### config.mk
export PLATFORM = sky130hd
export DESIGN_NAME = ce_serializer
export DESIGN_NICKNAME = d
export VERILOG_FILES = /design/src/rtl/ce_serializer.sv
export SDC_FILE = /design/constraint.sdc
export NUM_CORES = 1
export LEC_CHECK = 0
export BUFFER_PORTS_ARGS = -buffer_cell sky130_fd_sc_hd__buf_4
export CELL_PAD_IN_SITES_DETAIL_PLACEMENT = 0
export CELL_PAD_IN_SITES_GLOBAL_PLACEMENT = 1
export CORE_ASPECT_RATIO = 0.75
export CORE_MARGIN = 4
export CORE_UTILIZATION = 28
export DETAILED_ROUTE_END_ITERATION = 10
export HOLD_SLACK_MARGIN = 0.1
export PLACE_DENSITY = 0.53
export SLEW_MARGIN = 30
export SYNTH_ARGS = -nofsm -noshare
export SYNTH_HDL_FRONTEND = slang
export SYNTH_SLANG_ARGS = --single-unit
### constraint.sdc
create_clock -name CLK -period 2 [get_ports CLK]
set_clock_uncertainty 0.15 [all_clocks]
set_input_delay 0.4 -clock CLK [delete_from_list [all_inputs] [get_ports CLK]]
set_output_delay 0.4 -clock CLK [all_outputs]
set_load 0.005 [all_outputs]
### src/rtl/ce_serializer.sv
// ce_serializer
// Parallel-to-serial source stage for the enabled D flip-flop stage.
// A word is accepted on Load while Ready, then shifted out MSB-first on Din,
// one bit every DIV clocks, with a one-cycle Ce strobe in the last cycle of
// each bit period. A one-cycle Done pulse follows the last strobe, then the
// block returns to Ready. All outputs are decoded from registers only.

module ce_serializer #(
   parameter int WIDTH = 8,
   parameter int DIV   = 2
) (
   input  logic             CLK,
   input  logic             RST,
   input  logic             Load,
   input  logic [WIDTH-1:0] Pdata,
   output logic             Ready,
   output logic             Ce,
   output logic             Din,
   output logic             Done
);

   // pcnt needs at least one bit even when DIV=1
   localparam int PW = (DIV > 1) ? $clog2(DIV) : 1;
   localparam int BW = $clog2(WIDTH);

   localparam logic [PW-1:0] PMAX = PW'(DIV - 1);
   localparam logic [BW-1:0] BMAX = BW'(WIDTH - 1);

   typedef enum logic [1:0] {
      IDLE  = 2'd0,
      SHIFT = 2'd1,
      DONE  = 2'd2
   } state_t;

   state_t           state, stateNext;
   logic [WIDTH-1:0] shreg, shregNext;
   logic [PW-1:0]    pcnt, pcntNext;
   logic [BW-1:0]    bcnt, bcntNext;

   logic pcntEnd;
   logic bcntEnd;

   assign pcntEnd = (pcnt == PMAX);
   assign bcntEnd = (bcnt == BMAX);

   // State register; reset discards any word in flight
   always_ff @(posedge CLK or negedge RST) begin
      if (!RST) begin
         state <= IDLE;
         shreg <= '0;
         pcnt  <= '0;
         bcnt  <= '0;
      end else begin
         state <= stateNext;
         shreg <= shregNext;
         pcnt  <= pcntNext;
         bcnt  <= bcntNext;
      end
   end

   // Next-state logic: load in IDLE, count/shift in SHIFT, single-cycle DONE
   always_comb begin
      stateNext = state;
      shregNext = shreg;
      pcntNext  = pcnt;
      bcntNext  = bcnt;
      unique case (state)
         IDLE: begin
            if (Load) begin
               shregNext = Pdata;
               pcntNext  = '0;
               bcntNext  = '0;
               stateNext = SHIFT;
            end
         end
         SHIFT: begin
            if (!pcntEnd) begin
               pcntNext = pcnt + 1'b1;
            end else if (!bcntEnd) begin
               pcntNext  = '0;
               bcntNext  = bcnt + 1'b1;
               shregNext = {shreg[WIDTH-2:0], 1'b0};
            end else begin
               stateNext = DONE;
            end
         end
         DONE: begin
            stateNext = IDLE;
         end
         default: begin
            stateNext = IDLE;
         end
      endcase
   end

   // Output decode, registers only
   always_comb begin
      Ready = (state == IDLE);
      Done  = (state == DONE);
      Din   = (state == SHIFT) ? shreg[WIDTH-1] : 1'b0;
      Ce    = (state == SHIFT) && pcntEnd;
   end

endmodule

==> results of run 1 <==
==> synthesized netlist by cell type <==
cell type  count
mux2_2         6
dfrtp_1       14
and2_1         2
buf_6          3
a311oi_1       1
mux2_4         8
o21ai_0        3
inv_1          4
a22o_1         1
and3_1         1
mux2i_1        3
nand2_1        4
and2b_1        1
nor2b_1        2
ha_1           3
nor2_1         2
nand4b_1       1
==> through the flow <==
stage	power, mW	utilization, %
2_1_floorplan	1.178	-
3_3_place_gp	1.414	35.10
3_5_place_dp	1.410	35.10
4_1_cts	1.622	36.88
5_1_grt	1.735	36.88
6_report	1.588	36.88
==> path summary, 6_finish.rpt <==
check	end	from	cells after the start	slack, ps
max in group asynchronous	shreg[5]	RST	2	1180
setup / recovery	Ce	state[0]	4	110
setup reg to reg	shreg[6]	bcnt[0]	6	130
min in group asynchronous	shreg[7]	RST	2	360
hold reg to reg	bcnt[0]	bcnt[0]	1	340
hold / removal	shreg[0]	Pdata[0]	3	270
==> layout make-up <==
type,instances,area (um^2),share of cell area [%]
well taps,36,45.04,4.694
repair buffers,17,155.1,16.17
clock buffers,4,36.28,3.781
flip-flops and latches,14,350.3,36.51
inverters,4,15.01,1.565
multi-input cells,38,357.8,37.29
==> sequential cells by signal, summed over array words and instances (netlist names) <==
signal and flops:
state 2, shreg 8, bcnt 3, pcnt 1
==> metal layers <==
layer  wire [um]  vias to the layer above  GRT usage [%]
met5           0                        -              0
met2         534                       12          11.68
met3          89                        2          4.671
met4          12                        0         0.9901
li1            -                      240              -
met1         632                      220          11.54
==> worst min-delay path: stages <==
cell and delay, ps:
buf_4 80, nand4b_1 100, o21ai_0 80
==> cells by family after synthesis <==
family | share of synthesized area (%)
compound gates | 4.297
flops | 46.28
fa+ha+maj | 4.959
simple gates | 9.257
mux | 28.76
buf+inv | 6.445
==> power breakdown <==
group | total (mW) | switching (mW) | internal [mW] | leakage [nW]
Combinational | 0.911 | 0.337 | 0.573 | 0.297
Sequential | 0.480 | 0.0757 | 0.405 | 0.176
Clock | 0.198 | 0.0869 | 0.111 | 0.0210
Total | 1.59 | 0.500 | 1.09 | 0.494
==> repair_timing <==
item,4_1_cts,5_1_grt
hold endpoints to repair,14,0
setup buffers,0,0
gates resized for setup,0,0
hold buffers,1,0
setup endpoints to repair,0,0
==> results.ini, run 1 <==
[yosys]
ys_seq_elements=14
syn_avg_cell_area_um2=12.83
seq_area_frac_synth_pct=46.28
synth_warnings=0
synth.distinct_cells=17
synth_area_leaders=dfrtp_1 (46%), mux2_4 (16%), mux2_2 (8.9%)
syn_nets=73
syn-cell-area_um2=757.0
syn_inst=59
synth_top_area_share_pct=46.28
yosysTopAreaCell=dfrtp_1

[pwr]
p_leak_nw=0.4945
cellPowerDensity_mw_per_mm2=1655
ir_worst_vdd_mv=0.4936

[sta]
finalWorstSetupSlack_ps=113.0
hold_violations=0
worst_pin_slew_ps=210.8
tns_ps=0
drv_slew=0
clock.fmax_ghz=0.5299
finalSetupViolCount=0
layout_min_cycle_time_ps=1887
period_share_pct=94.35
maxSlewHeadroom_pct=85.92
rsz0062_at_grt=no
hold_slack_ps=269.2

[worst_setup_path]
crit_slowest_cell=dfrtp_1
cp.required_ps=1450
slowest_delay_ps=400
worstSetupEndpointType=output pin
critPathKind=flop to output pin
cp.arrival_ps=1340
crit_chain=nor2b_1, buf_12, and2_1, buf_4
cp-start-kind=flop
worst-path-buf-inv=2
worstPathMaxFanout=16
cp_top_family=flip-flops

[clock_network]
clk_latency_ps=270
cts_max_level=1
path_clk_slew_ps=80
clk_path_buf_depth=2
cts_root_buf=clkbuf_4
cts_buffers=3
cts_tree=done
cts.sinks=14

[final_layout]
antenna_cells=0
layout.cells.non_filler=113
layout_common_cells=dfrtp_1 (14), buf_4 (14), mux2_4 (8)
nNetsFinal=92
drive_gt1_share_pct=44.16
area_growth_pct=26.78
num-fill-cells=267
finalInstanceArea_um2=959.7

[placed_design]
port_buffers=14
post-place-ws_ps=125.0
dpl_cell_area_um2=913.4
dp_cells=108
dp_hpwl_um=911.7
gp_congestion=0.6886

[route]
vias=474
postRouteAntennaNets=0
drc=0
drtIter0Drc=24
first_pass_iters=4
wire_per_inst_um=11.23
totalWireLength_um=1269
viasPerCell=4.195

[floorplan]
fp.dieW_um=68.04
die_h_um=53.03
rows=16
dieArea_mm2=0.003608
start_util_pct=29.09
core_area_mm2=0.002603
ios=15

[grt]
grtUsageTotal_pct=8.401
grt_pass1_wl_um=2221
grt_max_degree=17
antenna_found_initial=0
first_global_vias=467
grt_overflow=0

[worst_hold_path]
hold_path.class=input port to flop

[run_status]
status=completed

[flow_run]
maxCapViolations=0

Power figures use the tool's default switching activity.
==> inputs of run 2 (changes only) <==
--- a/config.mk
+++ b/config.mk
@@ -13,7 +13,7 @@
 export CORE_UTILIZATION = 28
 export DETAILED_ROUTE_END_ITERATION = 10
 export HOLD_SLACK_MARGIN = 0.1
-export PLACE_DENSITY = 0.53
+export PLACE_DENSITY = 0.55
 export SLEW_MARGIN = 30
 export SYNTH_ARGS = -nofsm -noshare
 export SYNTH_HDL_FRONTEND = slang
==> constraint.sdc (replaced) <==
create_clock -name CLK -period 1.66 [get_ports CLK]
set_clock_uncertainty 0.15 [all_clocks]
set_input_delay 0.332 -clock CLK [delete_from_list [all_inputs] [get_ports CLK]]
set_output_delay 0.332 -clock CLK [all_outputs]
set_load 0.005 [all_outputs]
==> results.ini, run 2 (same netlist as run 1, synthesis figures left out) <==
[route]
postRouteAntennaNets=0  ; unchanged
first_pass_iters=4  ; unchanged
drtIter0Drc=16  ; was 24
wire_per_inst_um=11.71  ; was 11.23 um
drc=0  ; unchanged
totalWireLength_um=1499  ; was 1269 um
vias=539  ; was 474
viasPerCell=4.211  ; was 4.195

[sta]
rsz0062_at_grt=yes  ; was no
maxSlewHeadroom_pct=81.60  ; was 85.92%
hold_slack_ps=201.3  ; was 269.2 ps
clock.fmax_ghz=0.5726
finalSetupViolCount=11  ; was 0
finalWorstSetupSlack_ps=-86.52  ; was 113.0 ps
period_share_pct=105.2
worst_pin_slew_ps=274.1  ; was 210.8 ps
drv_slew=0  ; unchanged
hold_violations=0  ; unchanged
layout_min_cycle_time_ps=1747
tns_ps=-654.1  ; was 0 ps

[clock_network]
cts_buffers=3  ; unchanged
cts_tree=done  ; unchanged
clk_latency_ps=270  ; about the same
path_clk_slew_ps=90  ; was 80 ps
cts_root_buf=clkbuf_4  ; unchanged
clk_path_buf_depth=2  ; unchanged
cts_max_level=1  ; unchanged
cts.sinks=14  ; unchanged

[worst_setup_path]
worstPathMaxFanout=2  ; was 16
cp-start-kind=flop  ; unchanged
slowest_delay_ps=400  ; about the same
cp.required_ps=1180  ; was 1450 ps
critPathKind=flop to output pin  ; unchanged
cp.arrival_ps=1260  ; was 1340 ps
worstSetupEndpointType=output pin  ; unchanged
crit_top_cell=buf_6
crit_chain=nor2b_4, buf_6, buf_6, and2_4, buf_6  ; was nor2b_1, buf_12, and2_1, buf_4
crit_slowest_cell=dfrtp_1  ; unchanged

[placed_design]
post-place-ws_ps=-124.3  ; was 125.0 ps
port_buffers=14  ; unchanged
dpl_cell_area_um2=965.9  ; was 913.4 um^2
dp_cells=116  ; was 108
gp_congestion=0.6642  ; was 0.6886

[grt]
grtUsageTotal_pct=10.05  ; was 8.401%
antenna_found_initial=0  ; unchanged
first_global_vias=553  ; was 467
grt_pass1_wl_um=2601  ; was 2221 um
grt_overflow=0  ; unchanged
grt_max_degree=15  ; was 17

[pwr]
p_total_mw=2.389  ; was 1.588 mW
p_switching_mw=0.7289  ; was 0.5000 mW
cellPowerDensity_mw_per_mm2=2109  ; was 1655 mW/mm^2
swShare_pct=30.51  ; was 31.47%
p_comb_share_pct=66.1  ; was 57.3%
power.internal_mw=1.660  ; was 1.088 mW
pwr-share-clk_pct=10.2  ; was 12.4%
power.share.sequential_pct=23.6  ; was 30.2%
p_leak_nw=0.5906  ; was 0.4945 nW
ir_worst_vdd_mv=0.8094  ; was 0.4936 mV

[final_layout]
layout.cells.non_filler=128  ; was 113
register_area_um2=350.3  ; unchanged
num-fill-cells=257  ; was 267
area_growth_pct=49.59  ; was 26.78%
antenna_cells=0  ; unchanged
multi_input_area_um2=404.1  ; was 357.8 um^2
final_core_util_pct=43.51  ; was 36.88%
largest_reg_flops=8  ; unchanged
layout_common_cells=buf_4 (24), dfrtp_1 (14), mux2_4 (9)  ; was dfrtp_1 (14), buf_4 (14), mux2_4 (8)
nNetsFinal=107  ; was 92
finalInstanceArea_mm2=0.001132  ; was 959.7 um^2
layout_commonest_cell=buf_4
largest-register=shreg  ; unchanged
drive_gt1_share_pct=60.87  ; was 44.16%
reg.largest.list=shreg: 8 flops, bcnt: 3 flops, state: 2 flops  ; unchanged

[flow_run]
maxCapViolations=0  ; unchanged

[floorplan]
core_area_mm2=0.002603  ; unchanged
fp.dieW_um=68.04  ; unchanged
ios=15  ; unchanged
dieArea_mm2=0.003608  ; unchanged
start_util_pct=29.09  ; unchanged
rows=16  ; unchanged
die_h_um=53.03  ; unchanged

[run_status]
status=complete, but fails checks  ; was completed
violations=setup timing

[worst_hold_path]
hold_path.class=input port to flop  ; unchanged

[run 2: final cells by class]
type / instances / share of cell area, %
Tap cell: 36 / 3.978
Inverter: 4 / 1.326
Clock buffer: 4 / 3.204
Multi-Input combinational cell: 38 / 35.69
Timing Repair Buffer: 32 / 24.86
Sequential cell: 14 / 30.94
[run 2: power groups by stage]
stage / combinational (mW) / sequential [mW] / clock (mW)
global route: 1.72 / 0.584 / 0.279
detailed placement: 1.24 / 0.570 / 0
floorplan: 0.861 / 0.563 / 0
global placement: 1.24 / 0.571 / 0
CTS: 1.53 / 0.565 / 0.258
finish: 1.58 / 0.565 / 0.245
[run 2: what timing repair did]
item,4_1_cts,5_1_grt
setup endpoints to repair,13,15
hold buffers,1,0
setup buffers,5,2
pin swaps,4,2
hold endpoints to repair,14,0
gates resized for setup,14,4
[run 2: per-layer routing]
metal	routed length, um	vias to the layer above	global-route usage (%)
li1	-	270	-
met1	746	257	13.44
met2	670	12	14.72
met3	82	0	5.308
met4	0	0	0.9901
met5	0	-	0
[run 2: worst max-delay path, delay by kind of cell (launching register included)]
kind / cells / cell delay (ps)
flip-flops: 1 / 400
buffers and inverters: 3 / 320
AND/OR/NAND/NOR: 2 / 270
[run 2: path summary, 6_finish.rpt]
| kind | startpoint | to | slack, ps | cells after the start |
|---|---|---|---|---|
| worst max-delay path | state[0] | Ce | -90 | 5 |
| worst min-delay path | Pdata[0] | shreg[0] | 200 | 3 |
| worst max register to register | bcnt[1] | shreg[4] | -70 | 6 |
| worst min register to register | shreg[1] | shreg[1] | 360 | 1 |
| max in group asynchronous | RST | state[1] | 900 | 2 |
| min in group asynchronous | RST | shreg[7] | 290 | 2 |
==> inputs of run 3 (changes only) <==
--- a/config.mk
+++ b/config.mk
@@ -11,9 +11,11 @@
 export CORE_ASPECT_RATIO = 0.75
 export CORE_MARGIN = 4
 export CORE_UTILIZATION = 28
+export CTS_CLUSTER_DIAMETER = 50
 export DETAILED_ROUTE_END_ITERATION = 10
 export HOLD_SLACK_MARGIN = 0.1
 export PLACE_DENSITY = 0.55
+export SKIP_LAST_GASP = 1
 export SLEW_MARGIN = 30
 export SYNTH_ARGS = -nofsm -noshare
 export SYNTH_HDL_FRONTEND = slang
==> results.ini, run 3 (same netlist as run 1, synthesis figures left out) <==
[route]
first_pass_iters=4  ; unchanged
drtIter0Drc=19  ; was 16
drc=0  ; unchanged
viasPerCell=4.227  ; was 4.211
postRouteAntennaNets=0  ; unchanged
wire_per_inst_um=11.65  ; was 11.71 um
vias=541  ; was 539
totalWireLength_um=1491  ; was 1499 um

[pwr]
power.internal_mw=1.651  ; was 1.660 mW
swShare_pct=30.33  ; was 30.51%
cellPowerDensity_mw_per_mm2=2107  ; was 2109 mW/mm^2
p_comb_share_pct=65.8  ; was 66.1%
pwr-share-clk_pct=10.3  ; was 10.2%
ir_worst_vdd_mv=0.8023  ; was 0.8094 mV
power.share.sequential_pct=23.9  ; was 23.6%
p_switching_mw=0.7188  ; was 0.7289 mW
p_leak_nw=0.5904  ; was 0.5906 nW

[final_layout]
layout_common_cells=buf_4 (24), dfrtp_1 (14), mux2_4 (9)  ; unchanged
area_growth_pct=48.60  ; was 49.59%
multi_input_area_um2=396.6  ; was 404.1 um^2
register_area_um2=350.3  ; unchanged
reg.largest.list=shreg: 8 flops, bcnt: 3 flops, state: 2 flops  ; unchanged
largest_reg_flops=8  ; unchanged
antenna_cells=0  ; unchanged
nNetsFinal=107  ; unchanged
num-fill-cells=259  ; was 257
largest-register=shreg  ; unchanged
layout_commonest_cell=buf_4  ; unchanged
layout.cells.non_filler=128  ; unchanged
drive_gt1_share_pct=59.78  ; was 60.87%

[grt]
grt_overflow=0  ; unchanged
first_global_vias=553  ; unchanged
grtUsageTotal_pct=10.05  ; unchanged
grt_pass1_wl_um=2601  ; unchanged
grt_max_degree=15  ; unchanged
antenna_found_initial=0  ; unchanged

[placed_design]
post-place-ws_ps=-124.3  ; unchanged
dp_cells=116  ; unchanged
gp_congestion=0.6642  ; unchanged
port_buffers=14  ; unchanged

[sta]
layout_min_cycle_time_ps=1746  ; was 1747 ps
tns_ps=-674.0  ; was -654.1 ps
worst_pin_slew_ps=270.9  ; was 274.1 ps
drv_slew=0  ; unchanged
hold_violations=0  ; unchanged
hold_slack_ps=199.4  ; was 201.3 ps
rsz0062_at_grt=yes  ; unchanged
maxSlewHeadroom_pct=81.82  ; was 81.60%
clock.fmax_ghz=0.5727  ; was 0.5726 GHz
finalWorstSetupSlack_ps=-86.21  ; was -86.52 ps
period_share_pct=105.2  ; about the same
finalSetupViolCount=12  ; was 11

[worst_setup_path]
cp_top_family=flip-flops  ; unchanged
cp.required_ps=1180  ; about the same
worstPathMaxFanout=2  ; unchanged
slowest_delay_ps=400  ; about the same
crit_chain=nor2b_4, buf_6, buf_6, and2_4, buf_6  ; unchanged
crit_slowest_cell=dfrtp_1  ; unchanged
cp.arrival_ps=1260  ; about the same
cp-start-kind=flop  ; unchanged
critPathKind=flop to output pin  ; unchanged
worst-path-buf-inv=3  ; unchanged
crit_top_cell=buf_6  ; unchanged
worstSetupEndpointType=output pin  ; unchanged

[run_status]
violations=setup timing  ; unchanged
status=complete, but fails checks  ; unchanged

[floorplan]
core_area_mm2=0.002603  ; unchanged
dieArea_mm2=0.003608  ; unchanged
ios=15  ; unchanged
die_h_um=53.03  ; unchanged
fp.dieW_um=68.04  ; unchanged
start_util_pct=29.09  ; unchanged
rows=16  ; unchanged

[clock_network]
cts_tree=done  ; unchanged
cts_root_buf=clkbuf_4  ; unchanged
clk_path_buf_depth=2  ; unchanged
cts.sinks=14  ; unchanged
path_clk_slew_ps=90  ; about the same
cts_max_level=1  ; unchanged
cts_buffers=3  ; unchanged
clk_latency_ps=270  ; about the same

[worst_hold_path]
hold_path.class=input port to flop  ; unchanged

[flow_run]
maxCapViolations=0  ; unchanged

[run 3: cell counts in the layout (fill, tap and decap cells not counted)]
Identical to the previous run, type by type.
[run 3: final cells by class]
class	instances	share of cell area, %
sequential	14	31.15
clock buffer	4	3.226
timing repair buffer	32	25.03
tap	36	4.004
inverter	4	1.335
multi-input combinational	38	35.26
[run 3: worst paths after layout]
path / cells after the start / slack, ps / to / start
setup / recovery: 5 / -90 / Ce / state[0]
hold / removal: 3 / 200 / shreg[0] / Pdata[0]
setup reg to reg: 6 / -70 / shreg[4] / bcnt[1]
hold reg to reg: 1 / 360 / shreg[1] / shreg[1]
max in group asynchronous: 2 / 900 / state[1] / RST
min in group asynchronous: 2 / 290 / shreg[7] / RST
[run 3: power by group through the flow]
stage / Combinational [mW] / Sequential, mW / Clock (mW)
floorplan: 0.861 / 0.563 / 0
global route: 1.71 / 0.584 / 0.279
finish: 1.56 / 0.566 / 0.244
global placement: 1.24 / 0.571 / 0
CTS: 1.53 / 0.565 / 0.258
detailed placement: 1.24 / 0.570 / 0
[run 3: per-stage QoR]
stage	utilization (%)	instance area, um^2	total power, mW
after floorplan	-	762.0	1.424
after global placement	37.12	965.9	1.806
after detailed placement	37.12	965.9	1.814
after CTS	42.45	1105	2.355
after global routing	43.22	1125	2.569
final	43.22	1125	2.370
[run 3: worst min-delay path, stage by stage]
cell and delay [ps]:
buf_4 110, nand4b_1 90, o21ai_1 60
[run 3: per-layer routing]
metal | track usage (%) | vias up | routed length, um
met4 | 0.9901 | 0 | 8
met5 | 0 | - | 0
met3 | 5.308 | 2 | 90
met2 | 14.72 | 14 | 640
li1 | - | 272 | -
met1 | 13.44 | 253 | 752
[run 3: repair_timing]
action / in CTS / in global routing
buffers inserted: 5 / 2
hold endpoints to repair: 14 / 0
cloned: 0 / 0
hold buffers: 1 / 0
gates resized for setup: 14 / 2
setup endpoints to repair: 13 / 15
pin swaps: 4 / 2
